--- src/rtl/avalon_st_packet_gate_if.sv ---
// ---------------------------------------------------------------------------
// avalon_st_if
// Avalon-ST style streaming link used on both sides of avalon_st_packet_gate.
//
// Parameters:
//   DATA_WIDTH_IN_BYTES  bytes per beat; data is 8*DATA_WIDTH_IN_BYTES bits
//                        wide and empty is $clog2(DATA_WIDTH_IN_BYTES) bits
//
// Signals:
//   data   beat payload
//   sop    start-of-packet marker
//   eop    end-of-packet marker
//   empty  number of unused bytes in an eop beat
//   valid  source has a beat on the link
//   rdy    sink can take the beat this cycle
//
// Modports:
//   master  drives data/sop/eop/empty/valid, receives rdy
//   slave   receives data/sop/eop/empty/valid, drives rdy
// ---------------------------------------------------------------------------
interface avalon_st_if #(
    parameter int DATA_WIDTH_IN_BYTES = 16
);
    localparam int EMPTY_WIDTH = (DATA_WIDTH_IN_BYTES > 1) ? $clog2(DATA_WIDTH_IN_BYTES) : 1;

    logic [8*DATA_WIDTH_IN_BYTES-1:0] data;
    logic                             sop;
    logic                             eop;
    logic [EMPTY_WIDTH-1:0]           empty;
    logic                             valid;
    logic                             rdy;

    modport master (output data, output sop, output eop, output empty, output valid, input rdy);
    modport slave  (input data, input sop, input eop, input empty, input valid, output rdy);
endinterface

--- src/rtl/avalon_st_packet_gate.sv ---
// ---------------------------------------------------------------------------
// avalon_st_packet_gate
// Packet-boundary-aware admission gate between two avalon_st_if links. The
// enable input is only looked at when a start-of-packet beat is accepted
// between packets, so a packet that has been admitted is always forwarded
// whole, and a packet that has been refused is refused whole. Refused
// traffic is either back-pressured (BLOCK) or swallowed (DROP). The forward
// path has a one-beat output register and sustains one beat per clock.
//
// Parameters:
//   DATA_WIDTH_IN_BYTES  bytes per beat on msg_in/msg_out
//   DROP_MODE            0 = BLOCK (rdy low while closed), 1 = DROP
//   CNT_WIDTH            statistics counter width (stats build only)
//
// Optional feature macro: AVALON_ST_PACKET_GATE_STATS_EN
//   When defined, pkt_pass_cnt/pkt_drop_cnt ports and their saturating
//   counters are present; when undefined they do not exist at all.
//
// Ports:
//   clk           rising-edge clock
//   rst_n         asynchronous active-low reset
//   msg_in        slave stream (input traffic)
//   msg_out       master stream (admitted traffic, one cycle later)
//   enable        admission request, sampled on an accepted sop in GAP
//   busy          high while a packet is in flight (PASS or DISCARD)
//   proto_err     one-cycle pulse on an orphan beat or a premature sop
//   pkt_pass_cnt  packets forwarded (stats build only)
//   pkt_drop_cnt  packets discarded (stats build only)
// ---------------------------------------------------------------------------
module avalon_st_packet_gate #(
    parameter int DATA_WIDTH_IN_BYTES = 16,
    parameter int DROP_MODE           = 0
`ifdef AVALON_ST_PACKET_GATE_STATS_EN
    ,
    parameter int CNT_WIDTH           = 32
`endif
) (
    input  logic              clk,
    input  logic              rst_n,
    avalon_st_if.slave        msg_in,
    avalon_st_if.master       msg_out,
    input  logic              enable,
    output logic              busy,
    output logic              proto_err
`ifdef AVALON_ST_PACKET_GATE_STATS_EN
    ,
    output logic [CNT_WIDTH-1:0] pkt_pass_cnt,
    output logic [CNT_WIDTH-1:0] pkt_drop_cnt
`endif
);

    localparam int DATA_WIDTH  = 8 * DATA_WIDTH_IN_BYTES;
    localparam int EMPTY_WIDTH = (DATA_WIDTH_IN_BYTES > 1) ? $clog2(DATA_WIDTH_IN_BYTES) : 1;

    typedef enum logic [1:0] {
        GAP     = 2'd0,
        PASS    = 2'd1,
        DISCARD = 2'd2
    } state_t;

    state_t                 state;
    state_t                 state_nxt;

    logic                   out_valid;
    logic                   out_sop;
    logic                   out_eop;
    logic [DATA_WIDTH-1:0]  out_data;
    logic [EMPTY_WIDTH-1:0] out_empty;

    logic                   out_free;
    logic                   in_rdy;
    logic                   fwd;
    logic                   err_nxt;
    logic                   premature;
    logic                   gap_eval;

    assign out_free      = !out_valid || msg_out.rdy;
    assign msg_in.rdy    = in_rdy;
    assign msg_out.valid = out_valid;
    assign msg_out.sop   = out_sop;
    assign msg_out.eop   = out_eop;
    assign msg_out.data  = out_data;
    assign msg_out.empty = out_empty;
    assign busy          = (state != GAP);

    // Next-state and handshake decode. A sop arriving while a packet is
    // still open closes that packet on the spot and is then judged exactly
    // like a sop seen between packets, so the GAP rules are shared through
    // gap_eval. In BLOCK mode a refused premature sop is not accepted, but
    // the state still falls back to GAP so the error is reported only once.
    always_comb begin
        state_nxt = state;
        in_rdy    = 1'b0;
        fwd       = 1'b0;
        err_nxt   = 1'b0;
        premature = (state != GAP) && msg_in.valid && msg_in.sop;
        gap_eval  = (state == GAP) || premature;

        if (premature) begin
            err_nxt   = 1'b1;
            state_nxt = GAP;
        end

        if (gap_eval) begin
            in_rdy = enable ? out_free : (DROP_MODE != 0);
            if (msg_in.valid && in_rdy) begin
                if (msg_in.sop) begin
                    if (enable) begin
                        fwd = 1'b1;
                        if (!msg_in.eop) begin
                            state_nxt = PASS;
                        end
                    end else if (!msg_in.eop) begin
                        state_nxt = DISCARD;
                    end
                end else begin
                    err_nxt = 1'b1;
                end
            end
        end else if (state == PASS) begin
            in_rdy = out_free;
            if (msg_in.valid && in_rdy) begin
                fwd = 1'b1;
                if (msg_in.eop) begin
                    state_nxt = GAP;
                end
            end
        end else begin
            in_rdy = 1'b1;
            if (msg_in.valid && msg_in.eop) begin
                state_nxt = GAP;
            end
        end
    end

    // State register and the registered protocol-error pulse.
    always_ff @(posedge clk or negedge rst_n) begin
        if (!rst_n) begin
            state     <= GAP;
            proto_err <= 1'b0;
        end else begin
            state     <= state_nxt;
            proto_err <= err_nxt;
        end
    end

    // Output register. A forwarded beat is loaded whenever the slot is free
    // (fwd already implies out_free); otherwise the slot empties once the
    // sink takes it, and the payload fields are left untouched so they stay
    // stable for a stalled sink.
    always_ff @(posedge clk or negedge rst_n) begin
        if (!rst_n) begin
            out_valid <= 1'b0;
            out_sop   <= 1'b0;
            out_eop   <= 1'b0;
            out_data  <= '0;
            out_empty <= '0;
        end else if (fwd) begin
            out_valid <= 1'b1;
            out_sop   <= msg_in.sop;
            out_eop   <= msg_in.eop;
            out_data  <= msg_in.data;
            out_empty <= msg_in.empty;
        end else if (msg_out.rdy) begin
            out_valid <= 1'b0;
        end
    end

`ifdef AVALON_ST_PACKET_GATE_STATS_EN
    logic       pass_inc;
    logic       new_drop;
    logic [1:0] drop_inc;

    // Counter increments. A packet cut short by a premature sop never saw
    // its eop downstream, so it is booked as dropped whether it was being
    // forwarded or discarded. The same beat may also be a refused
    // single-beat packet, which is why a drop can count twice in one cycle.
    // Orphan beats are not packets and are not counted.
    always_comb begin
        pass_inc = fwd && msg_in.eop;
        new_drop = msg_in.valid && in_rdy && !fwd && msg_in.eop &&
                   (msg_in.sop || (state == DISCARD));
        drop_inc = {1'b0, premature} + {1'b0, new_drop};
    end

    function automatic logic [CNT_WIDTH-1:0] sat_add(input logic [CNT_WIDTH-1:0] cnt,
                                                     input logic [1:0]           inc);
        logic [CNT_WIDTH+1:0] sum;
        sum = {2'b00, cnt} + {{CNT_WIDTH{1'b0}}, inc};
        return (sum[CNT_WIDTH+1:CNT_WIDTH] != 2'b00) ? {CNT_WIDTH{1'b1}} : sum[CNT_WIDTH-1:0];
    endfunction

    // Statistics counters; they stick at all-ones rather than wrapping.
    always_ff @(posedge clk or negedge rst_n) begin
        if (!rst_n) begin
            pkt_pass_cnt <= '0;
            pkt_drop_cnt <= '0;
        end else begin
            pkt_pass_cnt <= sat_add(pkt_pass_cnt, {1'b0, pass_inc});
            pkt_drop_cnt <= sat_add(pkt_drop_cnt, drop_inc);
        end
    end
`endif

endmodule

--- src/flat_wrapper.sv ---
// flat-port wrapper written by rule: the top's interface ports become plain ports
module avalon_st_packet_gate_flat 
#(
    parameter int DATA_WIDTH_IN_BYTES = 16,
    parameter int DROP_MODE           = 0

)
  (clk, rst_n, enable, busy, proto_err, msg_in_data, msg_in_sop, msg_in_eop, msg_in_empty, msg_in_valid, msg_in_rdy, msg_out_data, msg_out_sop, msg_out_eop, msg_out_empty, msg_out_valid, msg_out_rdy);
  avalon_st_if #(.DATA_WIDTH_IN_BYTES(DATA_WIDTH_IN_BYTES)) msg_in_i ();
  avalon_st_if #(.DATA_WIDTH_IN_BYTES(DATA_WIDTH_IN_BYTES)) msg_out_i ();
  input  logic clk;
  input  logic rst_n;
  input  logic enable;
  output logic busy;
  output logic proto_err;
  input wire logic [$bits(msg_in_i.data)-1:0] msg_in_data;
  input wire logic [$bits(msg_in_i.sop)-1:0] msg_in_sop;
  input wire logic [$bits(msg_in_i.eop)-1:0] msg_in_eop;
  input wire logic [$bits(msg_in_i.empty)-1:0] msg_in_empty;
  input wire logic [$bits(msg_in_i.valid)-1:0] msg_in_valid;
  output wire logic [$bits(msg_in_i.rdy)-1:0] msg_in_rdy;
  output wire logic [$bits(msg_out_i.data)-1:0] msg_out_data;
  output wire logic [$bits(msg_out_i.sop)-1:0] msg_out_sop;
  output wire logic [$bits(msg_out_i.eop)-1:0] msg_out_eop;
  output wire logic [$bits(msg_out_i.empty)-1:0] msg_out_empty;
  output wire logic [$bits(msg_out_i.valid)-1:0] msg_out_valid;
  input wire logic [$bits(msg_out_i.rdy)-1:0] msg_out_rdy;
  assign msg_in_i.data = msg_in_data;
  assign msg_in_i.sop = msg_in_sop;
  assign msg_in_i.eop = msg_in_eop;
  assign msg_in_i.empty = msg_in_empty;
  assign msg_in_i.valid = msg_in_valid;
  assign msg_in_rdy = msg_in_i.rdy;
  assign msg_out_data = msg_out_i.data;
  assign msg_out_sop = msg_out_i.sop;
  assign msg_out_eop = msg_out_i.eop;
  assign msg_out_empty = msg_out_i.empty;
  assign msg_out_valid = msg_out_i.valid;
  assign msg_out_i.rdy = msg_out_rdy;
  avalon_st_packet_gate #(.DATA_WIDTH_IN_BYTES(DATA_WIDTH_IN_BYTES), .DROP_MODE(DROP_MODE)) u_core (.clk(clk), .rst_n(rst_n), .msg_in(msg_in_i), .msg_out(msg_out_i), .enable(enable), .busy(busy), .proto_err(proto_err));
endmodule
--- config.mk ---
export PLATFORM = sky130hd
export DESIGN_NAME = avalon_st_packet_gate_flat
export DESIGN_NICKNAME = d
export VERILOG_FILES = /design/src/rtl/avalon_st_packet_gate_if.sv /design/src/rtl/avalon_st_packet_gate.sv /design/src/flat_wrapper.sv
export SDC_FILE = /design/constraint.sdc
export NUM_CORES = 1
export LEC_CHECK = 0
export CELL_PAD_IN_SITES_DETAIL_PLACEMENT = 0
export CELL_PAD_IN_SITES_GLOBAL_PLACEMENT = 1
export CORE_UTILIZATION = 29
export DETAILED_ROUTE_END_ITERATION = 8
export PLACE_DENSITY = 0.81
export SKIP_CTS_REPAIR_TIMING = 1
export SLEW_MARGIN = 20
export SYNTH_ARGS = -nofsm -noshare
export SYNTH_HDL_FRONTEND = slang
export SYNTH_SLANG_ARGS = --single-unit
export TNS_END_PERCENT = 1
--- constraint.sdc ---
create_clock -name clk -period 1.4 [get_ports clk]
set_input_delay 0.35 -clock clk [delete_from_list [all_inputs] [get_ports clk]]
set_output_delay 0.35 -clock clk [all_outputs]
set_load 0.01 [all_outputs]
After elaboration in Yosys (flattened, before gate mapping)
Cells that the tools add are included.

Reduce and logical (&&, ||, !) cells: 11. Muxes and demuxes: 26. Equality and inequality tests: 1.

Operators with widths (count): $mux 2 (11); $mux 1 (15); $logic_and 1x1->1 (5); $reduce_bool 2->1 (2); $eq 2x1->1 const B (1); $logic_not 2->1 (1); $logic_or 1x1->1 (2); $logic_not 1->1 (1).

Output and inout bits: 138. Input port bits: 139. Word-level logic and storage cells: 45. Register bits: 138.

Logic depth before layout (Yosys ltp)
Gate-level depths: netlist of the first run.

Depth after elaboration: 9. Depth in mapped cells: 6. Gate-level depth less buffers: 4.

Worst setup path after synthesis of the first run
Ideal clock, no wire load.

Path kind: reg2reg. From: register u_core.out_valid (netlist: u_core.msg_out.valid). To: register u_core.out_data[28] (netlist: u_core.msg_out.data[28]). Buffers on the path: 2. Slack: -0.194 ns. Required time: 1.275 ns. Library setup time: 0.125 ns. Clock period less this slack: 1.594 ns. Data arrival time: 1.469 ns. Cell stages (with the launch flop): 7. Path through: dfrtp_1 -> nand2b_1 -> nand4_2 -> nand2_4 -> buf_12 -> buf_12 -> mux2_4.

Cells in the longest elaborated chain, start to end: 6. Elaborated cells on any way between the ends: 9. Classes of those cells: mux: 5; reduce/logical: 4.

Ends and longest elaborated chain: start: declaration (line avalon_st_packet_gate.sv:64) `logic out_valid;`; start signal: assignment (line avalon_st_packet_gate.sv:153) `out_valid <= 1'b0;`; start signal: assignment (line avalon_st_packet_gate.sv:159) `out_valid <= 1'b1;`; start signal: assignment (line avalon_st_packet_gate.sv:165) `out_valid <= 1'b0;`; $logic_not 1->1 (*) (line avalon_st_packet_gate.sv:77) `assign out_free = !out_valid || msg_out.rdy;`; $logic_or 1x1->1 (*) (line avalon_st_packet_gate.sv:77); $mux 1 or $logic_and 1x1->1 (tied branches) (line avalon_st_packet_gate.sv:105, avalon_st_packet_gate.sv:122); $logic_and 1x1->1 or $mux 1 (tied branches) (line avalon_st_packet_gate.sv:106, avalon_st_packet_gate.sv:122); $mux 1 (on tied branches) (line avalon_st_packet_gate.sv:106, avalon_st_packet_gate.sv:120); $mux 1 (*) (line avalon_st_packet_gate.sv:104) `if (gap_eval) begin`; end signal: assignment (line avalon_st_packet_gate.sv:162) `out_data <= msg_in.data;`; end: declaration (line avalon_st_packet_gate.sv:67) `logic [DATA_WIDTH-1:0] out_data;`.

Every way passes the cells marked *; elsewhere a longest branch is shown, timed or not. A chain may end at the register's enable or synchronous reset.

Final worst setup path of the first run
From: register u_core.state[1]. To: output port msg_in_rdy.

Cells in the longest elaborated chain, start to end: 5. Elaborated cells on any way between the ends: 8. Classes of those cells: eq/ne: 1; mux: 2; reduce/logical: 5.

Ends and longest elaborated chain: start: declaration (line avalon_st_packet_gate.sv:61) `state_t state;`; start signal: assignment (line avalon_st_packet_gate.sv:142) `state <= state_nxt;`; $reduce_bool 2->1 (line avalon_st_packet_gate.sv:96) `premature = (state != GAP) && msg_in.valid && msg_in.sop;`; $logic_and 1x1->1 (2 in a row) (line avalon_st_packet_gate.sv:96); $logic_or 1x1->1 (line avalon_st_packet_gate.sv:97) `gap_eval = (state == GAP) || premature;`; $mux 1 (*) (line avalon_st_packet_gate.sv:104); end: declaration (line flat_wrapper.sv:21) `output wire logic [$bits(msg_in_i.rdy)-1:0] msg_in_rdy;`.

Marked as above.

==> out/metrics.cfg, run 1 <==
[critical_path]
r2r_slack_ps = -350
worst-setup-path-type = reg2out
r2r-end = u_core.msg_out.data[78]$_DFFE_PN0P_
critPathArrivalTime_ps = 1430
worstReg2RegStart = u_core.msg_out.valid$_DFFE_PN0P_
critPathCaptureType = output pin
cp_max_fo = 3
rr_worst_depth = 6
critPathLaunchType = flip-flop
critPathRequiredTime_ps = 1050
crit_start = u_core.state[1]$_DFF_PN0_

[clock_network]
cts-buffers-inserted = 17
cts.clk_slew.worst_paths_ps = 60
clkSinkCount = 138
clockRootBuffer = clkbuf_16
clk_latency_ps = 410
clockBufferDepth = 2
tritoncts = built
h-tree-depth = 4

[drt]
viasPerCell = 4.38
post_drt_wl_per_cell_um = 18.2
drtIter0Drc = 78
postRouteAntennaNets = 0
dr.pass1.iters = 4
routed_wl_um = 16000
vias = 3853
drc = 0

[sta]
fin_setup_tns_ps = -41810
final.setup_skew_ps = 12.8
hold_viol = 0
setup_viol = 139
fin_ws_ps = -385
period_needed_ps = 1780
drv_slew = 0
rsz0062_at_grt = true
post-route-period-util = 1.27
worst_slew_pin_slew_ps = 350
relSlewSlack = 0.767
fmax_mhz = 560

[synth]
yosysTopAreaCell = dfrtp_1
ys_ff_latch = 138
yosys_warnings = 0
synthesis.nets = 448
yosysTopAreaCellShare = 0.621
syn_avg_cell_area_um2 = 18.0
synth-seq-area-share = 0.621
synthTopCellsByArea = dfrtp_1 (62%), mux2_4 (19%), mux2_2 (13%)
netlist-cell-type-count = 18
syn_inst = 309
synth_area_um2 = 5560

[global_routing]
antenna_found_initial = 0
grt_pass1_vias = 4263
grt_overflow_total = 0
grt_first_pass_wirelength_um = 23100
grt.total_usage = 0.153
grt_max_degree = 39

[place]
globalplace.congestion = 0.751
hpwl_um = 10800
numPortBuffers = 276

[status]
violations = negative setup slack
outcome = complete, but fails checks

[pwr]
power_uw = 15500
ir_worst_vdd_mv = 0.744
powerDensity_nw_per_um2 = 1550
p_leak_uw = 0.00551

[floorplan]
core-area_um2 = 18800
dieArea_um2 = 19700
initial_core_util = 0.296
pin_count = 277
num_rows = 50
die_w_um = 140
die_h_um = 140

[min_path]
min_path_cells = 4
hold_path.class = in2reg
whs_endpoint = u_core.msg_out.valid$_DFFE_PN0P_
min_from = msg_out_rdy

[finish]
multi_input_area_um2 = 2090
layout_common_cells = dfrtp_1 (138), dlymetal6s2s_1 (136), clkdlybuf4s50_1 (134), mux2_4 (96), mux2_2 (37)
syn_to_final_growth_pct = 79.7
final_common_cell = dfrtp_1
drive_above_1_share = 0.342
regArea_um2 = 3450
n_fill_cell = 1499
num_antenna_cells = 0
fin_nets = 775

[run]
maxCapViolations = 0

## area by class of cell
cell class / count / area share
clock buffer: 17 / 0.0426
tap: 234 / 0.0293
multi-input combinational: 159 / 0.209
timing repair buffer: 319 / 0.356
clock inverter: 12 / 0.0178
inverter: 1 / 0.000376
sequential: 138 / 0.345
## synth_stat cells
master,n
mux2_4,70
dfrtp_1,138
inv_1,1
nand3_1,1
and2_1,1
or2_2,1
nand4_2,2
nand2b_1,2
nand2_4,1
a2bb2oi_1,1
a21oi_1,5
or3_1,1
buf_4,6
buf_12,8
o21ai_0,2
nand2_1,5
mux2_2,63
nor2_1,1
## registers in the layout, indices dropped and copies added (netlist names)
register	count
u_core.msg_out.sop	1
u_core.msg_out.data	128
u_core.proto_err	1
u_core.msg_out.eop	1
u_core.msg_out.empty	4
u_core.msg_out.valid	1
u_core.state	2
## critical path: stages (launching register included)
cell	delay, ps
dfrtp_1	430
buf_6	140
a21oi_2	100
a21oi_2	50
nand2b_1	170
buf_2	140
## per-layer routing
layer  GRT usage  vias to the layer above  share of wire
li1            -                     1752              -
met1       0.175                     1898           0.41
met2       0.250                      195           0.49
met3      0.0636                        8          0.095
met4      0.0652                        0          0.010
met5           0                        -              0
## worst max path at each step
| stage | endpoint | slack (ps) | cells past startpoint |
|---|---|---|---|
| after floorplan | u_core.msg_out.data[28]$_DFFE_PN0P_ | -180 | 6 |
| after global placement | msg_in_rdy | -800 | 6 |
| after detailed placement | u_core.msg_out.data[125]$_DFFE_PN0P_ | -820 | 7 |
| after CTS | msg_in_rdy | -790 | 6 |
| after global routing | msg_in_rdy | -430 | 5 |
| final | msg_in_rdy | -380 | 5 |
## where the power goes
part / internal [µW] / switching [µW]
logic: 3340 / 1780
registers: 5110 / 622
clock network: 2950 / 1710
total: 11400 / 4110
## through the flow
stage / instances / setup WS [ps] / hold slack, ps / utilization / area [µm²]
floorplan: 309 / -181 / 54.4 / - / 5560
global placement: 841 / -803 / 250 / 0.467 / 8770
detailed placement: 841 / -816 / 250 / 0.467 / 8770
CTS: 870 / -787 / -195 / 0.499 / 9370
global route: 880 / -427 / 409 / 0.533 / 10000
finish: 880 / -385 / 383 / 0.533 / 10000
## cell families (layout without fill, tap and decap cells)
family | after synthesis | count (layout) | share of synthesized area
buffers and inverters | 15 | 349 | 0.0376
muxes | 133 | 133 | 0.317
AOI/OAI and AO/OA | 8 | 8 | 0.00787
DFF | 138 | 138 | 0.621
and+or+nand+nor | 15 | 18 | 0.0171
Power figures use the tool's default switching activity.
==> run 2, diff against run 1 <==
Settings changed: GPL_TIMING_DRIVEN set to 0, SKIP_LAST_GASP set to 1, TNS_END_PERCENT 1 to not set.
==> run 2 against run 1 <==
Effect of this change:
- the run still ends with negative setup slack left
- first-iteration DRC count rose by 10%
- worst hold slack worse by 84 ps
- clock power shrank 5.8%
- total power fell by 2.8%
- largest power group unchanged
==> out/metrics.cfg, run 2 (synthesis results as in run 1) <==
[global_routing]
grt_pass1_vias = 4198
grt_first_pass_wirelength_um = 22700
antenna_found_initial = 1
grt_overflow_total = 0
grt.total_usage = 0.152
grt_max_degree = 75

[critical_path]
rr_worst_depth = 6
worst-setup-path-type = reg2reg
worstReg2RegStart = u_core.state[1]$_DFF_PN0_
critPathArrivalTime_ps = 2010
critPathRequiredTime_ps = 1700
r2r-end = u_core.msg_out.data[74]$_DFFE_PN0P_
cp_max_fo = 9
r2r_slack_ps = -320
critPathLaunchType = flip-flop
critPathCaptureType = flip-flop

[sta]
fin_ws_ps = -316
final.setup_skew_ps = 14.7
drv_slew = 0
period_needed_ps = 1720
worst_slew_pin_slew_ps = 520
fmax_mhz = 583
rsz0062_at_grt = true
post-route-period-util = 1.23
hold_viol = 0
whs_ps = 300
setup_viol = 135
relSlewSlack = 0.653

[pwr]
p_leak_uw = 0.00536
ir_worst_vdd_mv = 0.722
power_uw = 15100
powerDensity_nw_per_um2 = 1530

[finish]
largest_reg_flops = 128
layout_common_cells = dlymetal6s2s_1 (137), dfrtp_1 (136), clkdlybuf4s50_1 (134), mux2_4 (70), mux2_2 (63)
drive_above_1_share = 0.326
final_common_cell = dlymetal6s2s_1
fin_nets = 757
n_fill_cell = 1519
syn_to_final_growth_pct = 76.9
num_antenna_cells = 0

[min_path]
whs_endpoint = u_core.msg_out.valid$_DFFE_PN0P_
min_path_cells = 3
hold_path.class = in2reg
min_from = msg_out_rdy

[drt]
vias = 3839
drc = 0
drtIter0Drc = 86
postRouteAntennaNets = 0
viasPerCell = 4.44
dr.pass1.iters = 4
routed_wl_um = 15300
post_drt_wl_per_cell_um = 17.7

[floorplan]
pin_count = 277
die_h_um = 140
die_w_um = 140
num_rows = 50
dieArea_um2 = 19700
core-area_um2 = 18800
initial_core_util = 0.296

[clock_network]
clockRootBuffer = clkbuf_16
cts-buffers-inserted = 17
clockBufferDepth = 2
cts.clk_slew.worst_paths_ps = 60
h-tree-depth = 4
clk_latency_ps = 420
clkSinkCount = 138
tritoncts = built

[place]
globalplace.congestion = 0.722
numPortBuffers = 276
dp_slack_ps = -924
hpwl_um = 10600

[status]
violations = negative setup slack
outcome = complete, but fails checks

[run]
maxCapViolations = 0

==> run 2: cell type report <==
cell class                 count  area [µm²]  share of cell area
inverter                       1        3.75            0.000381
buffer                        14         243              0.0247
timing repair buffer         290        3340               0.340
multi-input combinational    156        1930               0.196
tap                          234         293              0.0298
clock inverter                13         131              0.0134
sequential                   138        3460               0.351
clock buffer                  19         443              0.0450
==> run 2: critical path, cell delays in order, from the launching register on <==
cell       delay, ps
dfrtp_2          450
nor2_2           140
nand4_2          170
nand2_4          180
buf_12           190
clkbuf_16        180
mux2_4           300
==> run 2: stage by stage <==
stage | TNS (ps) | util | instance area (µm²) | std cells
after floorplan | -17200 | - | 5560 | 309
after global placement | -836510 | 0.459 | 8620 | 819
after detailed placement | -108850 | 0.461 | 8650 | 820
after CTS | -90440 | 0.491 | 9220 | 852
after global routing | -45000 | 0.524 | 9840 | 865
final | -36020 | 0.524 | 9840 | 865
==> run 2: report_power, final <==
group	internal (µW)	leakage [µW]	total (µW)	switching, µW
Clock	2530	0.000272	4390	1850
Combinational	3250	0.00346	4990	1740
Sequential	5100	0.00163	5700	592
Total	10900	0.00536	15100	4180
==> run 2: per-layer routing <==
metal  track usage  part of all wire  vias up
li1              -                 -     1715
met1         0.167              0.39     1916
met2         0.255              0.50      192
met3        0.0766             0.096       14
met4        0.0458             0.011        2
met5             0           0.00078        -
==> run 2: how the worst max path moves through the flow <==
stage,from,slack [ps],end,depth (start not counted)
2_1_floorplan,u_core.msg_out.valid$_DFFE_PN0P_,-170,u_core.msg_out.data[28]$_DFFE_PN0P_,6
3_3_place_gp,rst_n,-5330,u_core.msg_out.data[24]$_DFFE_PN0P_,1
3_5_place_dp,msg_out_rdy,-920,msg_in_rdy,6
4_1_cts,msg_out_rdy,-920,msg_in_rdy,6
5_1_grt,u_core.msg_out.valid$_DFFE_PN0P_,-380,msg_in_rdy,5
6_report,u_core.state[1]$_DFF_PN0_,-320,u_core.msg_out.data[74]$_DFFE_PN0P_,6
